### src/rtl/ntt_commutator.sv
`default_nettype none
// ============================================================================
// Module   : ntt_commutator
// Purpose  : Delay commutator placed ahead of an NTT/INTT butterfly stage.
//            Reorders a two-lane coefficient stream so that each output pair
//            holds samples D = 2**DELAY_LOG accepted beats apart. The design
//            uses two D-deep read-before-write delay lines and a two-way
//            switch driven by the beat counter.
// Options  : `define NTT_COMMUTATOR_FLUSH_EN adds flush/busy ports. A flush
//            pulse triggers a D-cycle auto-drain of zero beats.
// Revision : 1.0 - initial release
// ============================================================================
module ntt_commutator #(
    parameter int WIDTH     = 12,
    parameter int DELAY_LOG = 1
) (
    input  logic             clk,
    input  logic             rst,
    input  logic             in_valid,
    input  logic [WIDTH-1:0] in_a,
    input  logic [WIDTH-1:0] in_b,
`ifdef NTT_COMMUTATOR_FLUSH_EN
    input  logic             flush,
    output logic             busy,
`endif
    output logic             out_valid,
    output logic [WIDTH-1:0] out_a,
    output logic [WIDTH-1:0] out_b
);

    localparam int c_DEPTH = 1 << DELAY_LOG;
    localparam int c_PW    = (DELAY_LOG > 0) ? DELAY_LOG : 1;

    logic [DELAY_LOG:0] r_cnt;
    logic               r_primed;
    logic [c_PW-1:0]    w_ptr;
    logic               w_sel;
    logic               w_accept;
    logic               w_drain_last;
    logic [WIDTH-1:0]   w_a;
    logic [WIDTH-1:0]   w_b;
    logic [WIDTH-1:0]   w_p;
    logic [WIDTH-1:0]   w_qd;
    logic [WIDTH-1:0]   w_top;
    logic [WIDTH-1:0]   w_q;
    logic [WIDTH-1:0]   r_ram_a [c_DEPTH];
    logic [WIDTH-1:0]   r_ram_q [c_DEPTH];
    logic               r_out_valid;
    logic [WIDTH-1:0]   r_out_a;
    logic [WIDTH-1:0]   r_out_b;

    // When D = 1, each delay line holds a single entry, so the pointer is always zero.
    generate
        if (DELAY_LOG == 0) begin : g_ptr_single
            assign w_ptr = '0;
        end else begin : g_ptr_multi
            assign w_ptr = r_cnt[DELAY_LOG-1:0];
        end
    endgenerate

    assign w_sel = r_cnt[DELAY_LOG];

`ifdef NTT_COMMUTATOR_FLUSH_EN
    logic            r_busy;
    logic [c_PW-1:0] r_drain;

    // During a drain, the block accepts zero beats internally and ignores in_valid.
    assign busy         = r_busy;
    assign w_accept     = r_busy | in_valid;
    assign w_a          = r_busy ? '0 : in_a;
    assign w_b          = r_busy ? '0 : in_b;
    assign w_drain_last = r_busy && (r_drain == c_PW'(c_DEPTH - 1));

    // The drain sequencer starts only from idle and runs for exactly D cycles.
    always_ff @(posedge clk) begin
        if (rst) begin
            r_busy  <= 1'b0;
            r_drain <= '0;
        end else if (r_busy) begin
            if (w_drain_last) begin
                r_busy  <= 1'b0;
                r_drain <= '0;
            end else begin
                r_drain <= r_drain + 1'b1;
            end
        end else if (flush) begin
            r_busy  <= 1'b1;
            r_drain <= '0;
        end
    end
`else
    assign w_accept     = in_valid;
    assign w_a          = in_a;
    assign w_b          = in_b;
    assign w_drain_last = 1'b0;
`endif

    // Both delay lines are read before they are written, so the read value is the sample from D beats earlier.
    assign w_p   = r_ram_a[w_ptr];
    assign w_qd  = r_ram_q[w_ptr];
    assign w_top = w_sel ? w_b : w_p;
    assign w_q   = w_sel ? w_p : w_b;

    // Delay-line writes. Contents are not reset; stale data is masked by out_valid until the pipeline is primed.
    always_ff @(posedge clk) begin
        if (!rst && w_accept) begin
            r_ram_a[w_ptr] <= w_a;
            r_ram_q[w_ptr] <= w_q;
        end
    end

    // The beat counter wraps at 2D. The primed flag is set once the first D beats have been accepted.
    always_ff @(posedge clk) begin
        if (rst) begin
            r_cnt    <= '0;
            r_primed <= 1'b0;
        end else if (w_accept) begin
            if (w_drain_last) begin
                r_cnt    <= '0;
                r_primed <= 1'b0;
            end else begin
                r_cnt <= r_cnt + 1'b1;
                if (r_cnt == (DELAY_LOG + 1)'(c_DEPTH - 1)) begin
                    r_primed <= 1'b1;
                end
            end
        end
    end

    // Output registers. The data registers hold their values on idle cycles, and out_valid is raised only for primed accepted beats.
    always_ff @(posedge clk) begin
        if (rst) begin
            r_out_valid <= 1'b0;
            r_out_a     <= '0;
            r_out_b     <= '0;
        end else begin
            r_out_valid <= w_accept & r_primed;
            if (w_accept) begin
                r_out_a <= w_qd;
                r_out_b <= w_top;
            end
        end
    end

    assign out_valid = r_out_valid;
    assign out_a     = r_out_a;
    assign out_b     = r_out_b;

endmodule
`default_nettype wire

### config.mk
export PLATFORM = sky130hd
export DESIGN_NAME = ntt_commutator
export DESIGN_NICKNAME = d
export VERILOG_FILES = /design/src/rtl/ntt_commutator.sv
export SDC_FILE = /design/constraint.sdc
export NUM_CORES = 1
export LEC_CHECK = 0
export ABC_CLOCK_PERIOD_IN_PS = 4000
export CAP_MARGIN = 15
export CORE_MARGIN = 4
export CORE_UTILIZATION = 42
export CTS_BUF_LIST = sky130_fd_sc_hd__clkbuf_8
export CTS_CLUSTER_SIZE = 40
export DETAILED_ROUTE_END_ITERATION = 10
export PLACE_DENSITY = 0.66
export SLEW_MARGIN = 10
export SYNTH_ARGS = -nofsm -noshare
export SYNTH_HDL_FRONTEND = slang
export SYNTH_SLANG_ARGS = --single-unit
### constraint.sdc
create_clock -name clk -period 4 [get_ports clk]
set_input_delay 0.6 -clock clk [delete_from_list [all_inputs] [get_ports clk]]
set_output_delay 0.6 -clock clk [all_outputs]
set_load 0.02 [all_outputs]
==> out/metrics.yaml <==
critPathMaxFanout: 19
postRouteAntennaNets: 0
whs_path_depth: 2
yosysSeqAreaShare: 0.663
max_slew_margin: 0.521
synth_compound_area_frac: 0.108
p_leak_uw: 0.00128
hold_class: "flip-flop to flip-flop"
power.clock.fraction: 0.290
via_per_inst: 5.07
synth_adder_area_share: 0.00411
gr-total-overflow: 0
rsz0062_at_grt: "no"
num_rows: 30
avgRoutedWirePerCell_um: 14.9
tritoncts: "yes"
fmax_mhz: 429
final.setup_skew_ns: 0.00725
netlist_top_cells_count: "edfxtp_1 (48), dfxtp_1 (29), nor2_1 (28)"
port_buffers: 51
vias: 1864
peakVddDrop_mv: 0.207
synth.avg_cell_area_um2: 14.0
pwr-share-comb: 0.142
ys.flop_type: "edfxtp_1"
finalCriticalPeriod_ns: 2.33
final_max_slew_viol_count: 0
cts_buffer_depth: 2
drt_first_iter_violations: 53
dp_hpwl_um: 3630
setup_viol: 0
insertion_delay_ns: 0.34
sw_frac_of_total: 0.247
synth_edf_count: 48
dr.pass1.iters: 4
post-route-util: 0.547
h-tree-depth: 3
ios: 52
fp.dieW_um: 93.2
critPathCaptureType: "flip-flop"
power_density_nw_per_um2: 427
netlist_area_um2: 3050
first_global_vias: 1798
postCtsSetupRepairBufs: 0
finalNonFillerCells: 368
grt_pass1_wl_um: 8690
r2r_setup_slack_ns: 2.29
yosys_warnings: 0
die_h_um: 93.2
yosysUniqueCellTypes: 21
wirelength_um: 5480
drcViolationCount: 0
muxShareOfSynthArea: 0.0788
drive_gt1_frac: 0.118
worst_pin_slew_ns: 0.716
cts_sinks: 77
required_ns: 4.03
numCtsBuffers: 9
synthTopCellsByArea: "edfxtp_1 (47%), dfxtp_1 (19%), mux2i_1 (7.9%), o221ai_2 (4.9%), nor2_1 (3.4%)"
diodes: 0
nets: 295
cts_resized: 0
outcome: "finished clean"
synth_top_family_by_area: "compound AO/OA/AOI/OAI gates"
synth-simple-area-share: 0.106
p_int_uw: 1210
path_class: "primary input to flip-flop"
die_area_um2: 8680
netSwitchingPower_uw: 398
period_share: 0.583
ys_async_sr_fraction: 0
hold_viol: 0
synth_top_area_cell: "edfxtp_1"
antenna_found_initial: 0
postCtsHoldBufs: 0
reg2regPathDepth: 2
drv_cap: 0
p_seq_frac: 0.568
dp_cells: 352
synthDominantCellAreaShare: 0.473
cts.clk_slew.worst_paths_ns: 0.07
ys_seq_elements: 77
start_util: 0.441
final.setup.tns_ns: 0
area_growth_pct: 23.9
grtUsageTotal: 0.133
synth_xor_area_frac: 0.00287
synth.most_common_cell: "edfxtp_1"
syn_inst: 217
core_area_um2: 6910
clockRootBuffer: "clkbuf_8"
cp-start-kind: "primary input"
grt_max_degree: 56
synth_nets: 245
critical_path_arrival_ns: 2.36
gp_congestion: 0.746
## path summary, 6_finish.rpt
path | to | startpoint
worst max register to register | r_ram_q[0][10] | flip-flop
worst max-delay path | r_ram_a[1][4] | rst
worst min register to register | r_primed | r_primed
worst min-delay path | r_primed | r_primed
## state kept, by name, summed over array words and instances, names as in the netlist, named ones only
register,count
out_b,12
out_a,12
out_valid,1
r_ram_a,24
r_cnt,2
r_ram_q,24
r_primed,1
## routing by layer
layer,share of wire,vias to the layer above,track usage
li1,-,922,-
met1,0.47,887,0.173
met2,0.45,46,0.199
met3,0.054,9,0.0386
met4,0.021,0,0.0720
met5,0,-,0
## cell type report
cell class              count  area, µm²
fillers                   611       3130
flip-flops and latches     77       2020
multi-input cells         120        918
repair buffers             58        558
clock buffers               9        124
well taps                  96        120
clock inverters             7       28.8
inverters                   1       3.75
## placed cells by master, fill, tap and decap left out, types with 2 or more instances in the layout
| master | n |
|---|---|
| clkdlybuf4s50_1 | 50 |
| edfxtp_1 | 48 |
| dfxtp_1 | 29 |
| nor2_1 | 28 |
| mux2i_1 | 24 |
| a21oi_1 | 13 |
| a211oi_1 | 13 |
| nand2b_1 | 12 |
| nand4b_1 | 12 |
| o221ai_2 | 10 |
| clkbuf_8 | 9 |
| buf_4 | 7 |
| inv_1 | 4 |
| and3b_1 | 2 |
| o221ai_1 | 2 |
| clkinv_2 | 2 |
## power groups by stage
stage,logic (µW),registers (µW),clock network [µW]
finish,230,916,467
global route,249,921,509
CTS,233,917,482
detailed placement,232,934,0
global placement,230,934,0
floorplan,118,953,0
## metrics by stage
stage / area (µm²) / power, µW / hold slack, ns / setup WS, ns
floorplan: 3050 / 1070 / 0.429 / 0.620
detailed placement: 3620 / 1170 / 0.454 / 1.32
finish: 3770 / 1610 / 0.476 / 1.67
global placement: 3620 / 1160 / 0.441 / 1.35
global route: 3770 / 1680 / 0.504 / 1.55
CTS: 3770 / 1630 / 0.474 / 1.68
## critical path, cell delays in order
cell	delay [ns]
clkdlybuf4s50_1	0.77
and3b_1	0.64
buf_4	0.33
## cells by family (layout without fill, tap and decap cells)
kind of cell | Yosys count | in the layout
multiplexers | 24 | 24
buffers and inverters | 20 | 75
adder cells (fa/ha/maj) | 1 | 1
flip-flops | 77 | 77
XOR/XNOR | 1 | 1
AND/OR/NAND/NOR | 56 | 56
AO/OA/AOI/OAI | 38 | 38
Note: power is estimated with default switching activity, not from simulation.
